--- src/rtl/vx_commit_arbiter.sv ---
// Purpose : round-robin arbiter merging NUM_REQS commit streams onto one writeback port,
//           holding the grant on a requester across a multi-beat commit until its eop beat.
// Latency : 1 cycle from request fire to wb_valid; 1 beat/cycle sustained with wb_ready high.
// Backpr. : wb_valid && !wb_ready freezes the output registers, arbiter state and all req_ready.
//
// Ports:
//   clk, reset           clock; asynchronous active-low reset
//   req_valid/ready      per-requester beat handshake (one ready bit high at most)
//   req_wis/rd/eop/data  per-requester beat fields, packed requester-major
//   wb_*                 registered writeback beat; wb_sel names the source requester
//   stall_cycles         wrapping count of cycles with pending requests but no fire
module vx_commit_arbiter #(
  parameter int NUM_REQS = 4,
  parameter int DATAW    = 64,
  parameter int WIS_W    = 2,
  parameter int NR_W     = 6,
  parameter int CTR_W    = 32,
  localparam int SEL_W   = (NUM_REQS > 1) ? $clog2(NUM_REQS) : 1
) (
  input  logic                      clk,
  input  logic                      reset,
  input  logic [NUM_REQS-1:0]       req_valid,
  input  logic [NUM_REQS*WIS_W-1:0] req_wis,
  input  logic [NUM_REQS*NR_W-1:0]  req_rd,
  input  logic [NUM_REQS-1:0]       req_eop,
  input  logic [NUM_REQS*DATAW-1:0] req_data,
  output logic [NUM_REQS-1:0]       req_ready,
  output logic                      wb_valid,
  output logic [WIS_W-1:0]          wb_wis,
  output logic [NR_W-1:0]           wb_rd,
  output logic                      wb_eop,
  output logic [DATAW-1:0]          wb_data,
  output logic [SEL_W-1:0]          wb_sel,
  input  logic                      wb_ready,
  output logic [CTR_W-1:0]          stall_cycles
);

  typedef enum logic {IDLE, LOCKED} state_t;

  state_t           state;
  logic [SEL_W-1:0] rr_ptr;
  logic [SEL_W-1:0] lock_idx;

  logic             load_en;
  logic             grant_vld;
  logic [SEL_W-1:0] grant_idx;
  logic [SEL_W-1:0] grant_next;
  logic             fire;
  logic [WIS_W-1:0] sel_wis;
  logic [NR_W-1:0]  sel_rd;
  logic             sel_eop;
  logic [DATAW-1:0] sel_data;

  assign load_en = !wb_valid || wb_ready;

  // Grant selection. Scanning offsets from high to low lets the smallest
  // offset from rr_ptr overwrite the others, giving rotating priority.
  always_comb begin
    int j;
    j         = 0;
    grant_vld = 1'b0;
    grant_idx = '0;
    if (state == LOCKED) begin
      // Grant stays on the locked requester even across its valid gaps.
      grant_vld = 1'b1;
      grant_idx = lock_idx;
    end else begin
      for (int k = NUM_REQS - 1; k >= 0; k--) begin
        j = int'(rr_ptr) + k;
        if (j >= NUM_REQS) j = j - NUM_REQS;
        if (req_valid[j]) begin
          grant_vld = 1'b1;
          grant_idx = SEL_W'(j);
        end
      end
    end
  end

  // Field mux and ready decode from the granted index.
  always_comb begin
    sel_wis   = '0;
    sel_rd    = '0;
    sel_eop   = 1'b0;
    sel_data  = '0;
    req_ready = '0;
    for (int i = 0; i < NUM_REQS; i++) begin
      if (grant_idx == SEL_W'(i)) begin
        sel_wis  = req_wis[i*WIS_W +: WIS_W];
        sel_rd   = req_rd[i*NR_W +: NR_W];
        sel_eop  = req_eop[i];
        sel_data = req_data[i*DATAW +: DATAW];
      end
      req_ready[i] = load_en && grant_vld && (grant_idx == SEL_W'(i));
    end
  end

  assign fire       = |(req_valid & req_ready);
  assign grant_next = (grant_idx == SEL_W'(NUM_REQS - 1)) ? '0 : grant_idx + 1'b1;

  always_ff @(posedge clk or negedge reset) begin
    if (!reset) begin
      state    <= IDLE;
      rr_ptr   <= '0;
      lock_idx <= '0;
    end else if (fire) begin
      if (sel_eop) begin
        state  <= IDLE;
        rr_ptr <= grant_next;
      end else begin
        state    <= LOCKED;
        lock_idx <= grant_idx;
      end
    end
  end

  always_ff @(posedge clk or negedge reset) begin
    if (!reset) begin
      wb_valid <= 1'b0;
      wb_wis   <= '0;
      wb_rd    <= '0;
      wb_eop   <= 1'b0;
      wb_data  <= '0;
      wb_sel   <= '0;
    end else if (fire) begin
      wb_valid <= 1'b1;
      wb_wis   <= sel_wis;
      wb_rd    <= sel_rd;
      wb_eop   <= sel_eop;
      wb_data  <= sel_data;
      wb_sel   <= grant_idx;
    end else if (wb_ready) begin
      wb_valid <= 1'b0;
    end
  end

  always_ff @(posedge clk or negedge reset) begin
    if (!reset) begin
      stall_cycles <= '0;
    end else if (|req_valid && !fire) begin
      stall_cycles <= stall_cycles + 1'b1;
    end
  end

endmodule

--- config.mk ---
export PLATFORM = sky130hd
export DESIGN_NAME = vx_commit_arbiter
export DESIGN_NICKNAME = d
export VERILOG_FILES = /design/src/rtl/vx_commit_arbiter.sv
export SDC_FILE = /design/constraint.sdc
export NUM_CORES = 1
export LEC_CHECK = 0
export CORE_MARGIN = 2
export CORE_UTILIZATION = 26
export CTS_CLUSTER_DIAMETER = 30
export DETAILED_ROUTE_END_ITERATION = 16
export PLACE_DENSITY = 0.68
export SYNTH_ARGS = -nofsm -noshare
export SYNTH_HDL_FRONTEND = slang
export SYNTH_SLANG_ARGS = --single-unit
--- constraint.sdc ---
create_clock -name clk -period 7.3 [get_ports clk]
set_input_delay 1.46 -clock clk [delete_from_list [all_inputs] [get_ports clk]]
set_output_delay 1.46 -clock clk [all_outputs]
set_load 0.1 [all_outputs]
==> run_results.csv <==
group,metric,value,unit
routing,num_vias,7219,
sta,final-hold-violation-count,0,
routing,drt_wl_total,25.30,mm
routing,dr.pass1.iters,6,
setup_path,rr_startpoint,"rr_ptr[1]",
setup_path,crit_buf_inv,2,
floorplan,dieArea,0.02723,sq mm
setup_path,slowest_delay,1.13,ns
worst_hold_path,hp-class,"flop to flop",
cells_and_area,fin_area,0.01166,sq mm
synth,syn_inst,767,
sta,fmax,164.4,MHz
placement,dp_hpwl,19.35,mm
floorplan,fp.dieW,165.0,microns
status,outcome,"finished, final reports clean",
sta,fin_ws,1.216,ns
synth,synth_edf_count,0,
clocking,cts-hold-fix-buffers,0,
sta,fin_skew,0.008709,ns
placement,io_buffers,410,
floorplan,coreArea,0.02533,sq mm
worst_hold_path,min_from,"stall_cycles[31]",
placement,dp_cells,1446,
global_route,grt.total_usage,17.92,%
floorplan,start_util,26.61,%
setup_path,cpMostUsedCell,"clkdlybuf4s50_1",
setup_path,critPathLaunchType,"primary input",
floorplan,die_h,165.0,microns
routing,first_iter_violations,407,
clocking,htreeDepth,4,
setup_path,r2r_slack,3.09,ns
synth,syn_area,0.006740,sq mm
global_route,grt_pass1_vias,7125,
flow_run,max_cap_violations,0,
setup_path,path_cells,"clkdlybuf4s50_1 > or2b_1 > a21oi_1 > nor3_1 > mux2i_1 > ha_1 > and2_1 > clkdlybuf4s50_1",
routing,drc,0,
clocking,cts_resized,0,
routing,post_drt_via_cell_ratio,4.884,
setup_path,crit_required,5.84,ns
setup_path,critPathMaxFanout,7,
cells_and_area,mostFrequentLayoutCell,"clkdlybuf4s50_1",
worst_hold_path,hold_path_end,"stall_cycles[31]",
sta,rsz0062_at_grt,"false",
global_route,grt_max_degree,102,
clocking,clk_latency,0.41,ns
placement,pre_cts_ws,1.251,ns
clocking,cts_buffers,17,
setup_path,end_kind,"output pin",
setup_path,crit_family,"buffers and inverters",
setup_path,critPathKind,"primary input to output pin",
synth,synth_seq_cells,113,
routing,routedWlPerCell,17.12,microns
placement,gp_congestion,0.8648,
sta,post-route-min-period,6.084,ns
sta,worst_slew_pin_slew,1.089,ns
setup_path,slowest_stage,"clkdlybuf4s50_1",
synth,synth_warnings,0,
sta,setup-tns-final,0,ns
cells_and_area,diodes,0,
cells_and_area,n_fill_cell,2498,
synth,synth_nets,1071,
setup_path,r2r_end,"wb_data[2]",
clocking,cts_tree,"done",
sta,relSlewSlack,27.16,%
cells_and_area,area_delta_synth_final,73.05,%
worst_hold_path,holdPathStages,1,
cells_and_area,stdcell_count,1478,
clocking,cts_setup_buffers,0,
routing,ant_nets,0,
global_route,antenna_found_initial,0,
clocking,cts_buffer_depth,2,
cells_and_area,fin_nets,1439,
synth,synth_cell_types,45,
synth,yosysSeqAreaShare,41.95,%
floorplan,num_rows,58,
clocking,clk_pin_slew,0.05,ns
synth,async_flop_share,100.0,%
sta,drv_slew,0,
setup_path,cp_data_arrival_time,4.62,ns
setup_path,reg2reg_depth,13,
synth,synthFlopType,"dfrtp_1",
cells_and_area,final_cell_mix,"clkdlybuf4s50_1, a21oi_1, dfrtp_1",
global_route,grt_pass1_wl,37.67,mm
floorplan,pin_count,411,
placement,dpl_cell_area,0.01105,sq mm
sta,setup_viol,0,
clocking,cts_root_buf,"clkbuf_16",
clocking,clock_sinks,113,
sta,fin_crit_sh,83.34,%
global_route,grt_overflow,0,
synth,synth_area_per_cell,8.788,sq um
cells_and_area,drive_gt1_share,6.707,%
==> cell families after synthesis <==
logic type	Yosys count	synth area share, %
xor+xnor	31	4.028
flops	113	41.95
fa+ha+maj	5	0.9282
buf+inv	78	4.993
mux	8	1.299
compound gates	229	21.46
simple gates	303	25.34
==> metrics by stage <==
| stage | hold slack [ns] | utilization [%] |
|---|---|---|
| final | 0.4771 | 46.05 |
| after global routing | 0.4939 | 46.05 |
| after CTS | 0.4811 | 46.05 |
| after detailed placement | 0.4739 | 43.63 |
| after global placement | 0.4590 | 43.63 |
| after floorplan | 0.4728 | - |
==> layout make-up <==
class / instances / area, sq um / area share (%)
Timing Repair Buffer: 418 / 4154 / 35.61
Multi-Input combinational cell: 576 / 3622 / 31.06
Sequential cell: 113 / 2828 / 24.24
Clock buffer: 19 / 452.9 / 3.883
Tap cell: 330 / 412.9 / 3.540
Clock inverter: 13 / 160.2 / 1.373
Inverter: 9 / 33.78 / 0.2896
==> routing by layer <==
layer | part of all wire (%) | GRT usage (%) | vias to the layer above
li1 | - | - | 3538
met1 | 39 | 20.43 | 3363
met5 | 0 | 0 | -
met4 | 2.5 | 6.285 | 0
met2 | 52 | 32.50 | 280
met3 | 6.2 | 4.319 | 38
==> worst max-delay path by stage <==
stage / startpoint / endpoint / slack (ns) / depth (start not counted)
detailed placement: req_valid[2] / req_ready[0] / 1.25 / 8
CTS: req_valid[2] / req_ready[0] / 1.24 / 8
finish: req_valid[2] / req_ready[0] / 1.22 / 8
global route: req_valid[2] / req_ready[0] / 1.11 / 8
global placement: req_valid[2] / req_ready[0] / 1.35 / 8
floorplan: req_valid[2] / req_ready[3] / 2.00 / 10
==> synth_stat cells, types with 2 or more instances <==
library cell  instances  area (sq um)
buf_2                20         100.1
buf_1                 3         11.26
nand4_4               2         42.54
xor2_1                9         78.83
nand2_1              16         60.06
a21oi_1             148         740.7
inv_1                 9         33.78
nor4_4                3         63.81
a22oi_1               2         15.01
nor3_1               75         375.4
nand3_1              10         50.05
mux2i_1               2         20.02
buf_6                 2         22.52
nor3_2                7         70.07
xnor2_1              22         192.7
nor2_1               87         326.6
and2_1                5         31.28
a221oi_1             72         630.6
ha_1                  5         62.56
nor2b_1              75         469.2
nand4_1               7         43.79
clkbuf_1             43         161.4
dfrtp_1             113          2828
nand3b_1              3         22.52
mux2_2                6         67.56
and4_4                2         22.52
==> sequential cells by signal (all words and copies together), names as in the netlist <==
register and flops:
stall_cycles 32, wb_data 64, wb_valid 1, wb_wis 2
state 1, rr_ptr 2, wb_sel 2, wb_eop 1
wb_rd 6, lock_idx 2
Power is not shown: default switching activity piles up to over one toggle a cycle in this logic, so the estimate is an artifact.
==> edit 1: new RTL, same settings <==
Change the parameter `NR_W` from 6 to 12.
--- a/src/rtl/vx_commit_arbiter.sv
+++ b/src/rtl/vx_commit_arbiter.sv
@@ -13,7 +13,7 @@
   parameter int NUM_REQS = 4,
   parameter int DATAW    = 64,
   parameter int WIS_W    = 2,
-  parameter int NR_W     = 6,
+  parameter int NR_W     = 12,
   parameter int CTR_W    = 32,
   localparam int SEL_W   = (NUM_REQS > 1) ? $clog2(NUM_REQS) : 1
 ) (
Ports: changed (resized req_rd and wb_rd); port bits go from 411 to 441. No check against the original RTL was run, so the function may have changed too.
==> edit 1 against the original RTL <==
  * Die area grew 3.7%
  * Sequential cell count is 6 higher
  * Synthesized area is 3.8% higher
  * Clock skew rose by 0.87 ps
  * Worst setup slack better by 65 ps
  * Cell area is 5.1% higher
  * Wire length up 9.7%
  * Critical path type unchanged
  * Largest cell class unchanged
  * Highest routed layer is now met5
Power is not shown: default switching activity piles up to over one toggle a cycle in this logic, so the estimate is an artifact.
==> edit 1: results (changes against the original RTL) <==
- Clock skew: 9.58 ps (+0.874 ps)
- Worst slew margin relative to its limit: 28.1% (+0.90 points)
- Mapped Nets: 1141 (+6.5%)
- Sequential fraction of the synthesis area: 42.6% (+0.61 points)
- Placer Congestion: 0.835 (-3.5%)
- Nets: 1536 (+6.7%)
- Vias: 7683 (+6.4%)
- CTS root buffer: clkbuf_16
- Total track usage: 18.8% (+0.90 points)
- Fmax: 0.166 GHz (+1.1%)
- Synth top cells by count: 160 x a21oi_1, 119 x dfrtp_1, 91 x nor2_1, 82 x nor3_1, 79 x nor2b_1
- Biggest regs: wb_data (64), stall_cycles (32), wb_rd (12)
- Vias in the first global route: 7288 (+2.3%)
- Worst Setup SP: req_valid[0]
- First-pass GRT wire length: 40900 um (+8.7%)
- Cell variety after synth: 42 (-6.7%)
- Port buffer count: 440 (+7.3%)
- Reg2Reg Setup Slack: 3350 ps (+260 ps)
- Initial antenna violation count: 3 (+3)
- Layout cells sized above 1: 5.32% (-1.4 points)
- Number of CTS-inserted buffers: 17 (unchanged)
- Top delay family on crit path: buffers and inverters
- Drt wl/cell: 17.8 um (+3.8%)
- Fillers: 2599 (+4.0%)
- Starting DRC count in detailed routing: 451 (+11%)
- Top area cells in the synthesized netlist: dfrtp_1 43%, a21oi_1 11%, a221oi_1 9.8%
- Finished Core Util: 46.0% (-0.057 points)
- First drt pass iteration count: 5 (-1)
- Status: completed
- Arrival time at the worst endpoint: 4560 ps (-60 ps)
- DP Worst Slack: 1290 ps (+41.8 ps)
- Post-CTS resize count: 0 (unchanged)
- Detail Placement HPWL: 20800 um (+7.6%)
-- edit 1: cell count changes in the layout (fill, tap and decap cells not counted), sizes merged, moves of 5 or more --
cell and delta:
xnor2 -10, a221oi +6, nor2 +5, dfrtp +6, and3 +5, a21oi +12, clkdlybuf4s50 +30, inv +8
xor2 +10
-- edit 1: final timing paths --
kind	end	depth (start not counted)
max	req_ready[0]	8
min	stall_cycles[31]	1
max reg2reg	lock_idx[0]	11
min reg2reg	stall_cycles[31]	1
max in group asynchronous	wb_data[44]	2
min in group asynchronous	wb_rd[2]	1
-- edit 1: logic make-up (layout without fill, tap and decap cells) --
logic type | Yosys count | in the layout | synth area share, %
AO/OA/AOI/OAI | 253 | 253 | 22.8
XOR/XNOR | 31 | 31 | 3.88
adder cells (fa/ha/maj) | 5 | 5 | 0.894
buffers and inverters | 82 | 490 | 5.01
flip-flops | 119 | 119 | 42.6
multiplexers | 8 | 8 | 1.34
AND/OR/NAND/NOR | 315 | 315 | 23.5
-- edit 1: layer usage --
layer  routed length [um]  share of wire [%]  up-vias  track usage, %
li1                     -                  -     3759               -
met1                11000                 40     3569            22.4
met2                14300                 51      327            34.0
met3                 2150                7.7       26            5.38
met4                  314                1.1        2            3.48
met5                   16              0.058        -               0
-- edit 1: worst reg2reg max path, delay by kind of cell (launching register included) --
kind	cells	cell delay, ps
compound gates	4	1610
mux	3	810
fa+ha+maj	1	550
flops	1	460
buf+inv	1	230
simple gates	2	180
-- edit 1: layout make-up --
class                      instances  share of cell area (%)
clock buffer                      17                    3.47
inverter                           9                   0.276
clock inverter                    15                    1.49
multi-input combinational        612                    30.4
tap                              341                    3.48
timing repair buffer             449                    36.6
sequential                       119                    24.3
-- edit 1: through the flow --
step,cell area (um^2),hold slack [ps],std cells
after global placement,11600,460,1530
after global routing,12300,513,1562
after detailed placement,11600,464,1530
after floorplan,7000,481,813
after CTS,12300,473,1562
final,12300,473,1562
==> edit 2: new RTL, same settings <==
Made on the original files. Reset style: synchronous (`reset`), changed in 3 clocked blocks. Comments in the files are not updated.
--- a/src/rtl/vx_commit_arbiter.sv
+++ b/src/rtl/vx_commit_arbiter.sv
@@ -97,7 +97,7 @@
   assign fire       = |(req_valid & req_ready);
   assign grant_next = (grant_idx == SEL_W'(NUM_REQS - 1)) ? '0 : grant_idx + 1'b1;
 
-  always_ff @(posedge clk or negedge reset) begin
+  always_ff @(posedge clk) begin
     if (!reset) begin
       state    <= IDLE;
       rr_ptr   <= '0;
@@ -113,7 +113,7 @@
     end
   end
 
-  always_ff @(posedge clk or negedge reset) begin
+  always_ff @(posedge clk) begin
     if (!reset) begin
       wb_valid <= 1'b0;
       wb_wis   <= '0;
@@ -133,7 +133,7 @@
     end
   end
 
-  always_ff @(posedge clk or negedge reset) begin
+  always_ff @(posedge clk) begin
     if (!reset) begin
       stall_cycles <= '0;
     end else if (|req_valid && !fire) begin
Check against the original RTL: differs if reset is asserted again (counterexample within 4 cycles, from zero or initial values and one cycle with reset low); with reset held inactive, the same outputs for 4 cycles.
==> edit 2 against the original RTL <==
  * Wire length is 6.0% higher
  * Via count is 6.9% higher
  * Sequential cell count stayed put
  * Non-clock buffer count is 1 lower
  * Cell area is 3.8% lower
  * First-iteration DRC count is 2.9% higher
  * Worst setup slack better by 85 ps
  * Maximum frequency is 1.4% higher
  * Core utilization is 0.35 points higher
  * Synthesized area is 5.5% lower
  * Largest cell class unchanged
  * Highest routed layer unchanged
==> edit 2: results (changes against the original RTL) <==
- Status: completed
- Vias: 7716 (+6.9%)
- Area Growth Syn to Fin: 76.2%
- Sequential fraction of the synthesis area: 35.5% (-6.4 points)
- Drt wl/cell: 17.6 um (+3.0%)
- Mapped Nets: 1131 (+5.6%)
- First-pass GRT wire length: 40300 um (+7.1%)
- R2R cell count: 12 (-1)
- Starting DRC count in detailed routing: 419 (+2.9%)
- Vias in the first global route: 7314 (+2.7%)
- DP Worst Slack: 1320 ps (+70.0 ps)
- R2R Path Start: rr_ptr[0]
- Synth top cells by count: 168 x a21oi_1, 113 x dfxtp_1, 80 x o21ai_0, 74 x nor2b_1, 74 x nor3_1
- FF-to-FF End: rr_ptr[0]
- Nets: 1483 (+3.1%)
- Arrival time at the worst endpoint: 4540 ps (-80 ps)
- Clock skew: 12.9 ps (+4.23 ps)
- Detail Placement HPWL: 20000 um (+3.1%)
- Ys flop type: dfxtp_1
- Worst Setup SP: req_valid[0]
- Worst-margin pin slew: 1090 ps (+0.418 ps)
- Max FO, Critical Path: 5 (-2)
- Initial antenna violation count: 5 (+5)
- Largest net degree at the start of global routing: 94 (-7.8%)
- Reg2Reg Setup Slack: 3170 ps (+80 ps)
==> edit 2: routing by layer <==
metal,GRT usage (%),part of all wire (%),vias up
met5,0,0,-
met1,22.7,40,3564
li1,-,-,3818
met3,5.79,6.4,48
met2,34.4,50,286
met4,10.1,3.8,0
==> edit 2: power by group <==
part	internal [mW]	switching (mW)	total, mW
Combinational	1.05	2.38	3.43
Clock	0.480	0.323	0.803
Sequential	0.786	0.0843	0.870
==> edit 2: final cells by class <==
class,instances,area [um^2]
clock inverters,14,133
well taps,324,405
fillers,2374,13000
clock buffers,18,439
flip-flops and latches,113,2260
diodes,5,12.5
multi-input cells,620,3770
inverters,10,37.5
repair buffers,417,4160
==> edit 2: logic make-up after synthesis <==
kind of cell	count (synthesis)	share of synthesized area (%)
xor gates and xnor gates	16	2.20
AOI/OAI and AO/OA	343	32.1
adders and majority gates	5	0.982
DFF	113	35.5
buffers and inverters	94	6.11
muxes	4	0.629
and+or+nand+nor	252	22.5
==> edit 2: how the worst min path moves through the flow <==
stage | slack (ps) | from | end | cells past startpoint
after global placement | 460 | stall_cycles[31] | stall_cycles[31] | 2
after global routing | 520 | wb_eop | wb_eop | 2
final | 490 | stall_cycles[21] | stall_cycles[21] | 2
after CTS | 490 | wb_eop | wb_eop | 2
after detailed placement | 490 | wb_eop | wb_eop | 2
after floorplan | 460 | lock_idx[0] | lock_idx[0] | 2
==> edit 2: metrics by stage <==
| step | instance area, um^2 | hold slack [ps] | power (mW) | cells |
|---|---|---|---|---|
| global placement | 10600 | 461 | 4.29 | 1484 |
| global route | 11200 | 520 | 5.43 | 1521 |
| CTS | 11200 | 493 | 5.15 | 1516 |
| finish | 11200 | 492 | 5.10 | 1521 |
| floorplan | 6370 | 460 | 3.42 | 827 |
| detailed placement | 10600 | 486 | 4.33 | 1484 |
